### config.mk
export PLATFORM = sky130hd
export DESIGN_NAME = nanosoc_region_bootrom_ws
export DESIGN_NICKNAME = d
export VERILOG_FILES = /design/src/rtl/nanosoc_region_bootrom_ws.sv
export SDC_FILE = /design/constraint.sdc
export NUM_CORES = 1
export LEC_CHECK = 0
export BUFFER_PORTS_ARGS = -buffer_cell sky130_fd_sc_hd__clkbuf_2
export CAP_MARGIN = 20
export CORE_MARGIN = 3
export CORE_UTILIZATION = 29
export CTS_BUF_LIST = sky130_fd_sc_hd__clkbuf_4 sky130_fd_sc_hd__clkbuf_8
export DETAILED_ROUTE_END_ITERATION = 12
export GPL_TIMING_DRIVEN = 0
export PLACE_DENSITY = 0.79
export SETUP_SLACK_MARGIN = 0.5
export SLEW_MARGIN = 40
export SYNTH_ARGS = -nofsm -noshare
export SYNTH_HDL_FRONTEND = slang
export SYNTH_SLANG_ARGS = --single-unit
### constraint.sdc
create_clock -name HCLK -period 2.2 [get_ports HCLK]
set_input_delay 0.44 -clock HCLK [delete_from_list [all_inputs] [get_ports HCLK]]
set_output_delay 0.44 -clock HCLK [all_outputs]
set_load 0.005 [all_outputs]
### src/rtl/nanosoc_region_bootrom_ws.sv
// AHB-Lite bootrom region with wait states, external async ROM port and ERROR response.
// Optional one-entry line buffer enabled by NANOSOC_BOOTROM_LINEBUF_EN.
module nanosoc_region_bootrom_ws #(
    parameter int SYS_ADDR_W     = 32,
    parameter int SYS_DATA_W     = 32,
    parameter int BOOTROM_ADDR_W = 10,
    parameter int WAIT_STATES    = 1,
    localparam int ADDR_LSB      = (SYS_DATA_W == 64) ? 3 : 2,
    localparam int ROM_AW        = BOOTROM_ADDR_W - ADDR_LSB
) (
    input  logic                  HCLK,
    input  logic                  HRESET,
    input  logic                  HSEL,
    input  logic [SYS_ADDR_W-1:0] HADDR,
    input  logic [1:0]            HTRANS,
    input  logic [2:0]            HSIZE,
    input  logic [3:0]            HPROT,
    input  logic                  HWRITE,
    input  logic                  HREADY,
    input  logic [SYS_DATA_W-1:0] HWDATA,
    output logic                  HREADYOUT,
    output logic                  HRESP,
    output logic [SYS_DATA_W-1:0] HRDATA,
    output logic                  ROM_EN,
    output logic [ROM_AW-1:0]     ROM_ADDR,
    input  logic [SYS_DATA_W-1:0] ROM_RDATA
);

    localparam logic [1:0] S_IDLE = 2'd0;
    localparam logic [1:0] S_READ = 2'd1;
    localparam logic [1:0] S_ERR1 = 2'd2;
    localparam logic [1:0] S_ERR2 = 2'd3;

    logic [1:0]            state_q, state_d;
    logic [3:0]            cnt_q, cnt_d;
    logic [ROM_AW-1:0]     addr_q, addr_d;
    logic                  take;
    logic                  rd_ok;
    logic                  load_rd;
    logic                  last_rd;
    logic [ROM_AW-1:0]     new_wa;
    logic                  hit_c;
    logic                  hit_r;
    logic [SYS_DATA_W-1:0] hit_data;

    logic unused_ok;
    assign unused_ok = ^{HPROT, HWDATA, HTRANS[0],
                         HADDR[SYS_ADDR_W-1:BOOTROM_ADDR_W],
                         HADDR[ADDR_LSB-1:0]};

    assign take    = HSEL & HREADY & HTRANS[1];
    assign rd_ok   = ~HWRITE & (HSIZE <= 3'(ADDR_LSB));
    assign new_wa  = HADDR[BOOTROM_ADDR_W-1:ADDR_LSB];
    assign last_rd = (state_q == S_READ) && (cnt_q == 4'd0);

`ifdef NANOSOC_BOOTROM_LINEBUF_EN
    logic                  buf_v_q, buf_v_d;
    logic [ROM_AW-1:0]     buf_a_q, buf_a_d;
    logic [SYS_DATA_W-1:0] buf_w_q, buf_w_d;
    logic                  fill;
    logic                  hit_q;

    // Fill is forwarded so a pipelined re-read of the completing word hits.
    always_comb begin
        fill    = last_rd & ~hit_q;
        buf_v_d = buf_v_q | fill;
        buf_a_d = fill ? addr_q : buf_a_q;
        buf_w_d = fill ? ROM_RDATA : buf_w_q;
        hit_c   = buf_v_d && (buf_a_d == new_wa);
    end

    always_ff @(posedge HCLK) begin
        if (HRESET) begin
            buf_v_q <= 1'b0;
            buf_a_q <= '0;
            buf_w_q <= '0;
            hit_q   <= 1'b0;
        end else begin
            buf_v_q <= buf_v_d;
            buf_a_q <= buf_a_d;
            buf_w_q <= buf_w_d;
            hit_q   <= load_rd & hit_c;
        end
    end

    assign hit_r    = hit_q;
    assign hit_data = buf_w_q;
`else
    assign hit_c    = 1'b0;
    assign hit_r    = 1'b0;
    assign hit_data = '0;
`endif

    always_comb begin
        state_d = state_q;
        cnt_d   = cnt_q;
        addr_d  = addr_q;
        load_rd = 1'b0;
        if (state_q == S_ERR1) begin
            state_d = S_ERR2;
        end else if ((state_q == S_READ) && (cnt_q != 4'd0)) begin
            cnt_d = cnt_q - 4'd1;
        end else if (take && rd_ok) begin
            state_d = S_READ;
            load_rd = 1'b1;
            cnt_d   = hit_c ? 4'd0 : 4'(WAIT_STATES);
            addr_d  = hit_c ? addr_q : new_wa;
        end else if (take) begin
            state_d = S_ERR1;
            cnt_d   = 4'd0;
        end else begin
            state_d = S_IDLE;
            cnt_d   = 4'd0;
        end
    end

    always_ff @(posedge HCLK) begin
        if (HRESET) begin
            state_q <= S_IDLE;
            cnt_q   <= 4'd0;
            addr_q  <= '0;
        end else begin
            state_q <= state_d;
            cnt_q   <= cnt_d;
            addr_q  <= addr_d;
        end
    end

    always_comb begin
        HREADYOUT = 1'b1;
        HRESP     = 1'b0;
        ROM_EN    = 1'b0;
        HRDATA    = '0;
        unique case (state_q)
            S_IDLE: begin
                HREADYOUT = 1'b1;
            end
            S_READ: begin
                ROM_EN    = ~hit_r;
                HREADYOUT = (cnt_q == 4'd0);
                if (last_rd) HRDATA = hit_r ? hit_data : ROM_RDATA;
            end
            S_ERR1: begin
                HREADYOUT = 1'b0;
                HRESP     = 1'b1;
            end
            S_ERR2: begin
                HREADYOUT = 1'b1;
                HRESP     = 1'b1;
            end
        endcase
    end

    assign ROM_ADDR = addr_q;

endmodule

==> impl_metrics.tcl, run 1 <==
set metrics [dict create \
    status "complete, but fails checks" \
    violations "setup timing" \
    grt_start_max_net_pins 11 \
    rows 20 \
    ant_nets 0 \
    grt.overflow.total 0 \
    syn_inst 118 \
    cts.htree.levels 1 \
    cts_buffers 3 \
    final.fill_count 278 \
    clk_pin_slew_worst_paths_ns 0.08 \
    drv_cap 0 \
    setup_viol 33 \
    p_sw_share_pct 24.8 \
    clk_latency_ns 0.28 \
    multi_input_area_um2 719 \
    drt_iter0_drc 20 \
    relSlewSlack_pct 71.3 \
    p_sw_w 0.000151 \
    crit_type "flip-flop to primary output" \
    final_hold_viol_count 0 \
    start_util_pct 31.4 \
    postCtsHoldBufs 0 \
    irDropWorstVdd_uv 294 \
    yosysSeqAreaShare_pct 28.6 \
    avgSynthCellArea_um2 8.31 \
    seqPwrFrac_pct 43.0 \
    clock_skew_ns 0.00614 \
    final_util_pct 58.1 \
    grt_pass1_wl_mm 5.02 \
    maxSlewViolCount 0 \
    dpl.hpwl_mm 2.35 \
    rrSetupSlack_ns 0.26 \
    setup-tns-final_ns -2.80 \
    area_growth_pct 85.2 \
    layout_commonest_cell "clkbuf_2" \
    layout_setup_ws_ns -0.127 \
    vias 1227 \
    post-route-min-period_ns 2.33 \
    die_w_um 64.2 \
    antenna_found_initial 0 \
    wl_per_cell_um 12.6 \
    dpl.cell_count 253 \
    synth-edff-count 0 \
    required_ns 1.76 \
    clock_sink_count 14 \
    ys.warnings.count 0 \
    max_slew.worst_pin.slew_ns 0.430 \
    num_io_pins 153 \
    cts_buffer_depth 2 \
    drive_above_1_share_pct 60.1 \
    routed_wl_mm 3.42 \
    stdcell_count 272 \
    synthDistinctLibCells 30 \
    async_flop_share_pct 0 \
    leakagePower_nw 0.910 \
    startpoint_type "flip-flop" \
    end_kind "primary output" \
    cp_max_fo 5 \
    core_region_area_um2 3130 \
    fin_crit_sh_pct 106 \
    nNetsFinal 343 \
    drc 0 \
    dieArea_um2 4120 \
    final_cell_mix "84 x clkbuf_2, 23 x and2_1, 16 x nand2b_1" \
    syn_nets 232 \
    dominantRegCellSynth "dfxtp_1" \
    numPortBuffers 91 \
    final-seq-area_um2 284 \
    viasPerCell 4.51 \
    syn-cell-area_um2 981 \
    place_congestion 0.712 \
    cts_tree "built" \
    p_comb_share_pct 27.4 \
    intPower_w 0.000457 \
    critPathArrivalTime_ns 1.89 \
    first_global_vias 1127 \
    power_density_nw_per_um2 335 \
    grtUsageTotal_pct 14.9 \
    rsz0062_at_grt "yes" \
    clockPowerShare_pct 29.7 \
    hold_class "primary input to flip-flop" \
    drtPass1Iterations 4 \
    antenna_cells 0 \
    fmax_mhz 430 \
    ys_seq_elements 14 \
    cts_root_buf "clkbuf_4" \
    die_h_um 64.2 \
    holdWs_ns 0.399 \
]
worst paths after layout:
check	start	endpoint	cells after the start
min	HADDR[6]	ROM_ADDR[4]	3
max reg2reg	cnt_q[0]	ROM_ADDR[3]	8
max	cnt_q[0]	HRDATA[10]	8
min reg2reg	ROM_ADDR[4]	ROM_ADDR[4]	2
flip-flops by register name, summed over array words and instances (netlist names):
signal / cells
ROM_ADDR: 8
cnt_q: 4
state_q: 2
synth_stat cells, types with 2 or more instances:
master | instances | share of area (%)
mux2i_1 | 8 | 8.2
ha_1 | 4 | 5.1
a21oi_1 | 3 | 1.5
inv_1 | 5 | 1.9
dfxtp_1 | 14 | 29
nand2b_1 | 16 | 10
clkbuf_1 | 7 | 2.7
a31oi_1 | 2 | 1.3
nor2_1 | 6 | 2.3
and2_1 | 32 | 20
nand3_1 | 2 | 1.0
what timing repair did:
item | 4_1_cts | 5_1_grt
pin swaps | 6 | 11
resized for setup | 21 | 23
setup buffers | 9 | 2
setup endpoints to repair | 42 | 45
gates cloned | 4 | 0
endpoints found under the hold margin | 0 | 0
metrics by stage:
step | total power [W] | worst slack, ns | instance area [um2]
2_1_floorplan | 0.000327 | 0.314 | 1000
3_3_place_gp | 0.000392 | 0.115 | 1510
3_5_place_dp | 0.000393 | 0.0851 | 1510
4_1_cts | 0.000599 | -0.134 | 1730
5_1_grt | 0.000646 | -0.210 | 1820
6_report | 0.000608 | -0.127 | 1820
area by class of cell:
| cell class | count | share of cell area (%) |
|---|---|---|
| multi-input cells | 92 | 39.6 |
| inverters | 5 | 1.17 |
| plain buffers | 8 | 4.41 |
| well taps | 44 | 3.03 |
| flip-flops and latches | 14 | 15.6 |
| clock buffers | 4 | 2.00 |
| repair buffers | 105 | 34.2 |
per-layer routing:
layer / vias to the layer above / wire length [um] / GRT usage (%)
met5: - / 0 / 0
met4: 0 / 22 / 3.69
met3: 3 / 384 / 5.45
met2: 72 / 1740 / 27.0
met1: 538 / 1270 / 16.3
li1: 614 / - / -
cell families (layout without fill, tap and decap cells):
logic type | after synthesis | after routing | synth area share, %
flip-flops | 14 | 14 | 28.6
buffers and inverters | 13 | 122 | 5.74
multiplexers | 8 | 8 | 8.16
AO/OA/AOI/OAI | 14 | 14 | 12.6
AND/OR/NAND/NOR | 64 | 65 | 38.9
XOR/XNOR | 1 | 1 | 0.893
adder cells (fa/ha/maj) | 4 | 4 | 5.10
worst max-delay path: stages (launching register included):
cell and delay, ns:
dfxtp_2 0.33, inv_2 0.06, ha_4 0.12, or3b_1 0.35
buf_6 0.13, nor2_4 0.16, clkbuf_4 0.19, and2_1 0.14
clkbuf_2 0.11
power by group through the flow:
stage                     Sequential (W)  Clock [W]  Combinational, W
after CTS                       0.000261   0.000188          0.000150
after floorplan                 0.000266          0         0.0000606
after global placement          0.000267          0          0.000126
after detailed placement        0.000267          0          0.000127
final                           0.000261   0.000180          0.000166
after global routing            0.000262   0.000202          0.000182
Power figures use the tool's default switching activity.
==> run 2: changes to the inputs <==
- REMOVE_ABC_BUFFERS: default -> 1
==> impl_metrics.tcl, run 2 (synthesis results as in run 1) <==
set metrics [dict create \
    setup-tns-final_ns -1.17 \
    antenna_cells 0 \
    seqPwrFrac_pct 44.7 \
    antenna_found_initial 0 \
    grt_start_max_net_pins 23 \
    critPathArrivalTime_ns 1.83 \
    crit_type "flip-flop to primary output" \
    clock_sink_count 14 \
    num_io_pins 153 \
    timing.rr.end "cnt_q[0]" \
    rows 20 \
    start_util_pct 31.4 \
    core_region_area_um2 3130 \
    hold_path_depth 3 \
    post-route-min-period_ns 2.27 \
    cp_max_fo 8 \
    drc 0 \
    setup_viol 31 \
    drv_cap 0 \
    fmax_mhz 441 \
    grt_pass1_wl_mm 5.52 \
    hp-start "HADDR[4]" \
    relSlewSlack_pct 78.0 \
    postCtsHoldBufs 0 \
    violations "setup timing" \
    viasPerCell 4.58 \
    reg2reg_depth 8 \
    end_kind "primary output" \
    clock_skew_ns 0.00180 \
    pre_cts_ws_ns -0.427 \
    place_area_um2 1460 \
    routed_wl_mm 3.63 \
    clk_pin_slew_worst_paths_ns 0.08 \
    final_cell_mix "61 x clkbuf_2, 30 x buf_6, 23 x and2_4" \
    first_global_vias 1199 \
    hold-path-endpoint "ROM_ADDR[2]" \
    leakagePower_nw 0.956 \
    die_w_um 64.2 \
    status "complete, but fails checks" \
    cts_buffer_depth 2 \
    layout_commonest_cell "clkbuf_2" \
    maxSlewViolCount 0 \
    p_sw_share_pct 25.6 \
    hold_class "primary input to flip-flop" \
    p_comb_share_pct 32.0 \
    cts_buffers 3 \
    r2r_start "cnt_q[1]" \
    fin_crit_sh_pct 103 \
    place_congestion 0.753 \
    drive_above_1_share_pct 69.0 \
    clk_latency_ns 0.26 \
    rrSetupSlack_ns 0.22 \
    final_hold_viol_count 0 \
    largest_reg_flops 8 \
    layout_setup_ws_ns -0.0694 \
    grt.overflow.total 0 \
    die_h_um 64.2 \
    rsz0062_at_grt "yes" \
    power_density_nw_per_um2 294 \
    dieArea_um2 4120 \
    cts.htree.levels 1 \
    vias 1236 \
    grtUsageTotal_pct 16.6 \
    nNetsFinal 342 \
    drtPass1Iterations 4 \
    ant_nets 0 \
    irDropWorstVdd_uv 269 \
    cts_tree "built" \
    p_sw_w 0.000150 \
    area_growth_pct 103 \
    required_ns 1.76 \
    numPortBuffers 91 \
    intPower_w 0.000434 \
    startpoint_type "flip-flop" \
    drt_iter0_drc 33 \
    p_total_w 0.000584 \
    holdWs_ns 0.403 \
    cts_root_buf "clkbuf_4" \
    clockPowerShare_pct 23.3 \
    finish.instance_area_um2 1990 \
    dpl.hpwl_mm 2.48 \
    max_slew.worst_pin.slew_ns 0.330 \
    wl_per_cell_um 13.4 \
]
[run 2: changes by cell type in the layout (fill, tap and decap cells not counted), moves of 3 or more]
cell,delta
and2_4,+14
clkbuf_2,-23
and2_1,-14
clkbuf_1,-3
buf_2,+6
clkbuf_8,-5
buf_6,+21
[run 2: per-layer routing]
| metal | part of all wire [%] | GRT usage [%] |
|---|---|---|
| met5 | 0 | 0 |
| met2 | 47 | 26.2 |
| met4 | 1.2 | 3.43 |
| met3 | 9.3 | 5.80 |
| met1 | 42 | 21.7 |
[run 2: per-stage QoR]
step / cells / util, %
6_report: 270 / 63.5
5_1_grt: 270 / 63.5
4_1_cts: 268 / 56.5
3_5_place_dp: 245 / 46.6
3_3_place_gp: 245 / 46.5
2_1_floorplan: 110 / -
[run 2: worst max path at each step]
stage	start	endpoint	slack [ns]
2_1_floorplan	cnt_q[0]	HRDATA[0]	-0.23
3_3_place_gp	cnt_q[0]	HRDATA[16]	-0.78
3_5_place_dp	cnt_q[0]	HRDATA[28]	-0.43
4_1_cts	cnt_q[1]	HRDATA[7]	-0.05
5_1_grt	cnt_q[1]	HRDATA[5]	-0.14
6_report	cnt_q[1]	HRDATA[6]	-0.07
[run 2: cell type report]
| type | count | area (um2) |
|---|---|---|
| flip-flops and latches | 14 | 288 |
| well taps | 44 | 55.1 |
| fillers | 273 | 1140 |
| multi-input cells | 92 | 769 |
| repair buffers | 112 | 831 |
| clock buffers | 3 | 22.5 |
| inverters | 5 | 21.3 |
[run 2: worst max-delay path: stages (launching register included)]
cell and delay, ns:
dfxtp_2 0.33, inv_2 0.06, ha_4 0.13, or3b_4 0.40, buf_6 0.14, nor2_4 0.13, buf_6 0.14, and2_1 0.12
buf_2 0.12
[run 2: timing repair]
item,4_1_cts,5_1_grt
cloned,2,0
setup buffers,18,2
pin swaps,12,20
gates resized for setup,31,55
endpoints found under the setup margin,45,47
[run 2: power by group through the flow]
stage                     clock [W]  combinational (W)  sequential [W]
final                      0.000136           0.000187        0.000261
after global routing       0.000157           0.000203        0.000262
after CTS                  0.000142           0.000163        0.000261
after detailed placement          0           0.000123        0.000267
after global placement            0           0.000123        0.000267
after floorplan                   0          0.0000523        0.000266
